<file path="config.mk">
export PLATFORM = sky130hd
export DESIGN_NAME = cpu_ma
export DESIGN_NICKNAME = d
export VERILOG_FILES = /design/src/rtl/common.sv /design/src/rtl/cpu_ma.sv
export SDC_FILE = /design/constraint.sdc
export NUM_CORES = 1
export LEC_CHECK = 0
export ABC_AREA = 0
export CAP_MARGIN = 0
export CORE_AREA = 4 4 159 161
export CTS_CLUSTER_DIAMETER = 60
export DETAILED_ROUTE_END_ITERATION = 6
export DIE_AREA = 0 0 163 165
export GPL_ROUTABILITY_DRIVEN = 0
export MAX_ROUTING_LAYER = met4
export PLACE_DENSITY = 0.69
export SLEW_MARGIN = 20
export SYNTH_ARGS = -nofsm -noshare
export SYNTH_HDL_FRONTEND = slang
export SYNTH_SLANG_ARGS = --single-unit
</file>
<file path="constraint.sdc">
create_clock -name clk_i -period 4.5 [get_ports clk_i]
set_clock_uncertainty 0.15 [all_clocks]
set_input_delay 0.9 -clock clk_i [delete_from_list [all_inputs] [get_ports clk_i]]
set_output_delay 0.9 -clock clk_i [all_outputs]
set_load 0.02 [all_outputs]
</file>
<file path="src/rtl/common.sv">
// Shared pipeline types and NOP constants for the RISC-V core stages.
package common;

    typedef logic [31:0] word_t;
    typedef logic [4:0]  regaddr_t;

    typedef enum logic [1:0] {MA_X, MA_LOAD, MA_STORE} ma_mode_t;

    typedef enum logic [2:0] {
        MA_SIZE_B, MA_SIZE_H, MA_SIZE_W, MA_SIZE_BU, MA_SIZE_HU
    } ma_size_t;

    typedef enum logic [1:0] {WB_SRC_ALU, WB_SRC_MEM, WB_SRC_PC, WB_SRC_IMM} wb_src_t;

    localparam word_t NOP_PC       = 32'h0000_0000;
    localparam word_t NOP_IR       = 32'h0000_0013;
    localparam logic  NOP_WB_VALID = 1'b0;

endpackage

</file>
<file path="src/rtl/cpu_ma.sv">
// Memory-access stage: aligned loads/stores over a req/ack data port, stalling EX
// while a transaction is outstanding and exposing async write-back for forwarding.
module cpu_ma
    import common::*;
(
    input  logic     clk_i,
    input  logic     reset_i,
    input  word_t    pc_i,
    input  word_t    ir_i,
    input  word_t    ma_addr_i,
    input  ma_mode_t ma_mode_i,
    input  ma_size_t ma_size_i,
    input  word_t    ma_data_i,
    input  wb_src_t  wb_src_i,
    input  word_t    wb_data_i,
    input  logic     wb_valid_i,
    output word_t    dmem_addr_o,
    output logic     dmem_req_o,
    output logic [3:0] dmem_we_o,
    output word_t    dmem_wdata_o,
    input  word_t    dmem_rdata_i,
    input  logic     dmem_ack_i,
    output logic     stall_async_o,
    output regaddr_t wb_addr_async_o,
    output word_t    wb_data_async_o,
    output logic     wb_ready_async_o,
    output logic     wb_valid_async_o,
    output logic     empty_async_o,
    output word_t    pc_o,
    output word_t    ir_o,
    output word_t    wb_data_o,
    output logic     wb_valid_o,
    output logic     misaligned_o
);

    typedef enum logic [1:0] {StIdle, StBusy, StDone} state_e;

    state_e     state_q, state_d;
    logic       req_q, req_d;
    logic [3:0] we_q, we_d;
    word_t      addr_q, addr_d;
    word_t      wdata_q, wdata_d;
    word_t      load_q, load_d;
    word_t      pc_q, pc_d;
    word_t      ir_q, ir_d;
    word_t      wbd_q, wbd_d;
    logic       wbv_q, wbv_d;
    logic       mis_q, mis_d;

    logic       is_mem;
    logic       is_load;
    logic       misaligned;
    logic [3:0] we_calc;
    word_t      wdata_calc;
    word_t      load_ext;
    word_t      byte_lane;
    word_t      half_lane;
    logic       stall;

    assign is_mem  = (ma_mode_i != MA_X);
    assign is_load = (ma_mode_i == MA_LOAD);

    always_comb begin
        misaligned = 1'b0;
        if (is_mem) begin
            unique case (ma_size_i)
                MA_SIZE_H, MA_SIZE_HU: misaligned = ma_addr_i[0];
                MA_SIZE_W:             misaligned = (ma_addr_i[1:0] != 2'b00);
                default:               misaligned = 1'b0;
            endcase
        end
    end

    always_comb begin
        we_calc    = 4'b0000;
        wdata_calc = ma_data_i;
        unique case (ma_size_i)
            MA_SIZE_B, MA_SIZE_BU: begin
                we_calc    = 4'b0001 << ma_addr_i[1:0];
                wdata_calc = {4{ma_data_i[7:0]}};
            end
            MA_SIZE_H, MA_SIZE_HU: begin
                we_calc    = 4'b0011 << {ma_addr_i[1], 1'b0};
                wdata_calc = {2{ma_data_i[15:0]}};
            end
            MA_SIZE_W: we_calc = 4'b1111;
            default:   we_calc = 4'b0000;
        endcase
        if (is_load) begin
            we_calc = 4'b0000;
        end
    end

    // Inputs are held stable while stalled, so the lane offset is taken from ma_addr_i.
    assign byte_lane = dmem_rdata_i >> {ma_addr_i[1:0], 3'b000};
    assign half_lane = dmem_rdata_i >> {ma_addr_i[1], 4'b0000};

    always_comb begin
        load_ext = dmem_rdata_i;
        unique case (ma_size_i)
            MA_SIZE_B:  load_ext = {{24{byte_lane[7]}}, byte_lane[7:0]};
            MA_SIZE_BU: load_ext = {24'h0, byte_lane[7:0]};
            MA_SIZE_H:  load_ext = {{16{half_lane[15]}}, half_lane[15:0]};
            MA_SIZE_HU: load_ext = {16'h0, half_lane[15:0]};
            default:    load_ext = dmem_rdata_i;
        endcase
    end

    always_comb begin
        state_d = state_q;
        req_d   = req_q;
        we_d    = we_q;
        addr_d  = addr_q;
        wdata_d = wdata_q;
        load_d  = load_q;
        pc_d    = NOP_PC;
        ir_d    = NOP_IR;
        wbd_d   = '0;
        wbv_d   = NOP_WB_VALID;
        mis_d   = 1'b0;
        stall   = 1'b0;

        unique case (state_q)
            StIdle: begin
                if (is_mem && !misaligned) begin
                    stall   = 1'b1;
                    state_d = StBusy;
                    req_d   = 1'b1;
                    addr_d  = {ma_addr_i[31:2], 2'b00};
                    we_d    = we_calc;
                    wdata_d = wdata_calc;
                end else begin
                    pc_d  = pc_i;
                    ir_d  = ir_i;
                    wbd_d = wb_data_i;
                    wbv_d = misaligned ? 1'b0 : wb_valid_i;
                    mis_d = misaligned;
                end
            end
            StBusy: begin
                stall = 1'b1;
                if (dmem_ack_i) begin
                    req_d   = 1'b0;
                    we_d    = 4'b0000;
                    load_d  = load_ext;
                    state_d = StDone;
                end
            end
            StDone: begin
                state_d = StIdle;
                pc_d    = pc_i;
                ir_d    = ir_i;
                wbd_d   = is_load ? load_q : wb_data_i;
                wbv_d   = wb_valid_i;
            end
            default: state_d = StIdle;
        endcase
    end

    always_ff @(posedge clk_i) begin
        if (reset_i) begin
            state_q <= StIdle;
            req_q   <= 1'b0;
            we_q    <= 4'b0000;
            addr_q  <= '0;
            wdata_q <= '0;
            load_q  <= '0;
            pc_q    <= NOP_PC;
            ir_q    <= NOP_IR;
            wbd_q   <= '0;
            wbv_q   <= NOP_WB_VALID;
            mis_q   <= 1'b0;
        end else begin
            state_q <= state_d;
            req_q   <= req_d;
            we_q    <= we_d;
            addr_q  <= addr_d;
            wdata_q <= wdata_d;
            load_q  <= load_d;
            pc_q    <= pc_d;
            ir_q    <= ir_d;
            wbd_q   <= wbd_d;
            wbv_q   <= wbv_d;
            mis_q   <= mis_d;
        end
    end

    assign dmem_addr_o  = addr_q;
    assign dmem_req_o   = req_q;
    assign dmem_we_o    = we_q;
    assign dmem_wdata_o = wdata_q;
    assign pc_o         = pc_q;
    assign ir_o         = ir_q;
    assign wb_data_o    = wbd_q;
    assign wb_valid_o   = wbv_q;
    assign misaligned_o = mis_q;

    assign stall_async_o    = stall;
    assign wb_addr_async_o  = ir_i[11:7];
    assign wb_data_async_o  = (state_q == StDone && is_load) ? load_q : wb_data_i;
    assign wb_ready_async_o = (wb_src_i != WB_SRC_MEM) || (state_q == StDone);
    assign wb_valid_async_o = wb_valid_i;
    assign empty_async_o    = (pc_i == NOP_PC);

endmodule
</file>
==> reports/results.tsv, run 1 <==
metric	value	unit
io_pins	411	
ctsLongestPathBuffers	2	
rr_startpoint	state_q[0]$_SDFFE_PP0P_	
cts_tree	done	
grt.overflow.total	0	
drtPass1Iterations	5	
synth_warnings	0	
grt_pass1_vias	7606	
die_w	163	um
cts_setup_buffers	0	
core	23960	um2
grt_setup_unrepaired	no	
setup_viol	0	
use_met3	5.066	%
syn-instance-count	889	
max_freq	0.2473	GHz
synth_compound_area_share	18.32	%
syn_to_final_growth	61.89	%
hold-worst-slack	0.3048	ns
detail-route-antenna-nets	0	
dp_hpwl	22.79	mm
pwr-share-seq	42.6	%
cp_top_family	buffers and inverters	
dieArea	26900	um2
clkLatencyLatePin	0.43	ns
worstHoldStart	dmem_addr_o[9]$_SDFFE_PP0P_	
cts_hold_buffers	0	
p_leak	4.847	nW
synth_area_per_cell	8.988	um2
grt-busiest-layer	met2	
min_period	4.043	ns
worstPathArrival	2.99	ns
start_kind	primary input	
switching_share	30.90	%
synth_simple_gate_area_share	21.97	%
layout_common_cells	clkdlybuf4s50_1 (407), dfxtp_1 (199), nand2_1 (164)	
nNetsFinal	1460	
post-route-drc-count	0	
p_comb_share	22.9	%
timing_hold_violations_final	0	
critPathRequiredTime	3.45	ns
grt.met2_usage	34.89	%
cp_num_buf_inv	2	
ctsResizeCount	0	
drv_cap	0	
drt_iter0_drc	582	
slew_violations	0	
ys_seq_elements	199	
cpPeakStageDelay	0.63	ns
portBuffers	408	
crit_start	ma_size_i[2]	
cts.clk_slew.worst_paths	0.08	ns
hold_depth	2	
htreeDepth	4	
via_count	7861	
yosys.cell_types.count	50	
drive_gt1_share	7.795	%
placed_cells	1562	
synth_top_family_by_area	simple AND/OR/NAND/NOR gates	
grt_start_max_net_pins	65	
die_h	165	um
power.internal	3.178	mW
grt.total_usage	21.95	%
drt-total-wl	30.03	mm
p_sw	1.421	mW
p_per_area	355.6	nW/um2
routed_via_density	4.925	
regToRegEndpoint	wb_data_o[24]$_SDFF_PP0_	
critical-path-slowest-cell	clkdlybuf4s50_1	
drt-wirelength-per-cell	18.81	um
use_met1	27.08	%
ys.flop_type	dfxtp_1	
clockRootBuffer	clkbuf_16	
peakVddDrop	203.8	uV
pwr-share-clk	34.5	%
r2r_cells	6	
initial_core_util	33.34	%
min_to	dmem_addr_o[9]$_SDFFE_PP0P_	
antenna_found_initial	2	
relSlewSlack	35.87	%
synth_mux_area_share	5.042	%
final_common_cell	clkdlybuf4s50_1	
crit_fanout	4	
rows	57	
cts_buffers	17	
synthArstFlopShare	0	%
regToRegSetupSlack	1.77	ns
hold_class	register to register	
end_kind	output pin	
ys_seq_area_share	49.86	%
synth-adder-area-share	0	%
min_period_over_period	89.86	%
path_cells	clkdlybuf4s50_1, nand2b_1, a21oi_2, nor2_1, a21oi_1, nor2_1, clkdlybuf4s50_1	
grt_pass1_wl	44.19	mm
tightestPinTransition	0.9609	ns
timing.setup.tns	0	ns
cts.sinks	199	
outcome	complete, no violations	
synthesis.area	7990	um2
synth_edf_count	0	
path_class	primary input to output pin	
finalNonFillerCells	1596	
nFillCells	2155	
synth-xor-area-share	0.2036	%
tightest hold or removal path: stages, from the launching register on:
cell	delay, ns
dfxtp_1	0.31
nand2_1	0.05
a21oi_1	0.05
layout make-up:
cell class / count / area (um2) / area share (%)
Timing Repair Buffer: 426 / 4254 / 32.89
Sequential cell: 199 / 3984 / 30.80
Multi-Input combinational cell: 612 / 3664 / 28.32
Clock buffer: 17 / 425.4 / 3.289
Tap cell: 324 / 405.4 / 3.134
Clock inverter: 15 / 193.9 / 1.499
Antenna cell: 2 / 5.005 / 0.03869
Inverter: 1 / 3.754 / 0.02902
sequential cells by signal, indices dropped and copies added (netlist names):
signal / count
dmem_addr_o: 30
dmem_req_o: 1
dmem_wdata_o: 32
dmem_we_o: 4
ir_o: 32
load_q: 32
misaligned_o: 1
pc_o: 32
state_q: 2
wb_data_o: 32
wb_valid_o: 1
power by group through the flow:
stage          clock network (mW)  registers [mW]  logic (mW)
2_1_floorplan                   0            2.11       0.380
3_3_place_gp                    0            2.00        1.05
6_report                     1.59            1.96        1.05
3_5_place_dp                    0            2.00        1.06
4_1_cts                      1.63            1.96        1.06
5_1_grt                      1.70            1.97        1.13
per-layer routing:
layer | wire, um | up-vias | share of wire [%]
met5 | 0 | - | 0
met4 | 804 | 0 | 2.7
met3 | 2351 | 43 | 7.8
met2 | 14480 | 364 | 48
met1 | 12390 | 3626 | 41
li1 | - | 3828 | -
Yosys cell counts (2+ instances only):
master	number	area [um2]
a31oi_1	7	43.79
nor3b_1	2	15.01
dfxtp_1	199	3984
mux2_2	32	360.4
a21oi_1	57	285.3
a221oi_1	7	61.31
o21bai_1	9	67.56
buf_1	2	7.510
and3b_1	2	17.52
nand4_1	2	12.51
nand2_1	164	615.6
a22oi_1	9	67.56
nor4_1	8	50.05
clkbuf_1	44	165.2
a311oi_1	8	70.07
nand3b_1	3	22.52
nor2b_1	5	31.28
nand3_1	8	40.04
mux2i_1	2	20.02
buf_2	21	105.1
nor3_1	21	105.1
o22ai_1	2	12.51
and2_1	61	381.6
or2_2	2	12.51
o21ai_0	19	95.09
buf_4	11	82.58
nor3b_2	3	37.54
a211oi_1	39	292.8
a221o_1	7	70.07
a22o_1	36	315.3
nand2b_1	18	112.6
nor2_1	61	229.0
stage by stage:
stage / setup slack [ns] / area, um2 / power [mW] / util [%]
floorplan: 1.505 / 7994 / 2.491 / -
global placement: 0.5666 / 12310 / 3.046 / 51.37
detailed placement: 0.4670 / 12310 / 3.056 / 51.37
CTS: 0.4534 / 12930 / 4.654 / 53.96
global route: 0.3047 / 12930 / 4.810 / 53.98
finish: 0.4565 / 12930 / 4.600 / 53.98
cells by family after synthesis:
logic type	Yosys count
other	1
XOR/XNOR	1
AO/OA/AOI/OAI	207
buffers and inverters	79
AND/OR/NAND/NOR	367
multiplexers	35
flip-flops	199
how the worst max path moves through the flow:
| stage | end | slack (ns) | cells after the start |
|---|---|---|---|
| 3_3_place_gp | stall_async_o | 0.57 | 7 |
| 6_report | stall_async_o | 0.46 | 7 |
| 3_5_place_dp | stall_async_o | 0.47 | 7 |
| 5_1_grt | stall_async_o | 0.30 | 7 |
| 2_1_floorplan | stall_async_o | 1.51 | 6 |
| 4_1_cts | stall_async_o | 0.45 | 7 |
No activity file was read; power rests on OpenSTA's default activity.
==> inputs of run 2 (changes only) <==
--- a/config.mk
+++ b/config.mk
@@ -7,13 +7,13 @@
 export LEC_CHECK = 0
 export ABC_AREA = 0
 export CAP_MARGIN = 0
-export CORE_AREA = 4 4 159 161
+export CORE_AREA = 4 4 155 157
 export CTS_CLUSTER_DIAMETER = 60
 export DETAILED_ROUTE_END_ITERATION = 6
-export DIE_AREA = 0 0 163 165
+export DIE_AREA = 0 0 159 161
+export DONT_BUFFER_PORTS = 1
 export GPL_ROUTABILITY_DRIVEN = 0
 export MAX_ROUTING_LAYER = met4
-export PLACE_DENSITY = 0.69
 export SLEW_MARGIN = 20
 export SYNTH_ARGS = -nofsm -noshare
 export SYNTH_HDL_FRONTEND = slang
==> run 2 against run 1 <==
  * Utilization fell by 15 points
  * Worst setup slack improved by 0.67 ns
  * Sequential power rose by 8%
  * Global-route usage fell by 1.4 points
  * Maximum frequency rose by 20%
  * Cell count fell by 29%
  * Sequential share of layout area rose by 15 points
  * Worst hold slack improved by 0.042 ns
  * Via count fell by 20%
  * Sequential cell count did not move
  * Largest cell class is now registers
==> reports/results.tsv, run 2 (synthesis gave the netlist of run 1 again) <==
metric	value	unit
crit_start	state_q[0]$_SDFFE_PP0P_	
tightestPinTransition	1.014	ns
path_class	register to output pin	
hold_class	register to register	
design_area	8706	um2
nNetsFinal	1044	
cts_tree	done	
cp_top_family	simple AND/OR/NAND/NOR gates	
die_w	159	um
max_freq	0.2966	GHz
hold-worst-slack	0.3472	ns
dpl-instance-area	8090	um2
detail-route-antenna-nets	0	
syn_to_final_growth	8.957	%
grt_setup_unrepaired	no	
crit_fanout	33	
timing_hold_violations_final	0	
outcome	complete, no violations	
layout_common_cells	dfxtp_1 (199), nand2_1 (164), nor2_1 (61), and2_1 (61), a21oi_1 (56)	
grt.overflow.total	0	
grt_pass1_wl	39.52	mm
drv_cap	0	
dieArea	25600	um2
drive_gt1_share	10.54	%
end_kind	output pin	
endpoint	wb_data_async_o[26]	
rr_startpoint	state_q[0]$_SDFFE_PP0P_	
drtPass1Iterations	5	
cp_num_buf_inv	1	
setup_viol	0	
grt_pass1_vias	6067	
critPathRequiredTime	3.45	ns
cts.clk_slew.worst_paths	0.08	ns
initial_core_util	35.51	%
core	22500	um2
worstPathArrival	2.32	ns
cts.sinks	199	
cts_setup_buffers	0	
drt-total-wl	26.79	mm
htreeDepth	4	
min_period_over_period	74.93	%
p_leak	3.261	nW
regToRegSetupSlack	2.02	ns
cts_hold_buffers	0	
min_period	3.372	ns
routed_via_density	5.519	
io_pins	411	
via_count	6292	
drt_iter0_drc	449	
timing.setup.tns	0	ns
portBuffers	0	
r2r_cells	6	
final_common_cell	dfxtp_1	
drt-wirelength-per-cell	23.50	um
place_ws	1.384	ns
ctsLongestPathBuffers	2	
relSlewSlack	32.38	%
rows	55	
path_depth	4	
p_per_area	472.5	nW/um2
cts_buffers	17	
antenna_found_initial	1	
start_kind	register	
cpPeakStageDelay	0.46	ns
clockRootBuffer	clkbuf_16	
post-route-drc-count	0	
grt.total_usage	20.57	%
peakVddDrop	215.5	uV
clkLatencyLatePin	0.43	ns
regToRegEndpoint	wb_data_o[5]$_SDFF_PP0_	
die_h	161	um
setup_slack	1.128	ns
critical-path-slowest-cell	mux2_2	
ctsResizeCount	0	
grt_start_max_net_pins	102	
dp_hpwl	20.00	mm
slew_violations	0	
path_cells	nand2b_1, nor3b_4, buf_4, mux2_2	
run 2: worst min path at each step:
stage	start	end	slack [ns]	depth (start not counted)
after global routing	reset_i	dmem_addr_o[31]$_SDFFE_PP0P_	0.36	1
after floorplan	load_q[15]$_SDFFE_PP0P_	wb_data_o[15]$_SDFF_PP0_	0.30	1
after global placement	load_q[27]$_SDFFE_PP0P_	wb_data_o[27]$_SDFF_PP0_	0.33	1
after CTS	load_q[21]$_SDFFE_PP0P_	wb_data_o[21]$_SDFF_PP0_	0.35	1
after detailed placement	load_q[30]$_SDFFE_PP0P_	wb_data_o[30]$_SDFF_PP0_	0.33	1
final	load_q[25]$_SDFFE_PP0P_	wb_data_o[25]$_SDFF_PP0_	0.35	1
run 2: per-layer routing:
metal | part of all wire [%] | track usage [%]
met5 | 0 | -
met1 | 39 | 23.88
met4 | 1.6 | 5.049
met2 | 49 | 33.58
met3 | 11 | 8.267
run 2: power breakdown:
group / total [mW] / switching (mW) / internal, mW / leakage, nW
Clock: 1.58 / 0.813 / 0.769 / 0.296
Combinational: 0.416 / 0.255 / 0.161 / 1.33
Sequential: 2.12 / 0.227 / 1.89 / 1.63
run 2: cell type report:
cell class	instances	area [um2]
clock inverters	15	187.7
repair buffers	10	75.07
inverters	1	3.754
diodes	1	2.502
multi-input cells	612	3671
well taps	285	356.6
clock buffers	17	425.4
fillers	2249	13800
flip-flops and latches	199	3984
run 2: metrics by stage:
step	utilization, %	total power, mW	instances
5_1_grt	38.69	4.301	1140
3_3_place_gp	35.95	2.573	1107
4_1_cts	38.68	4.160	1139
2_1_floorplan	-	2.491	890
3_5_place_dp	35.95	2.579	1107
6_report	38.69	4.113	1140
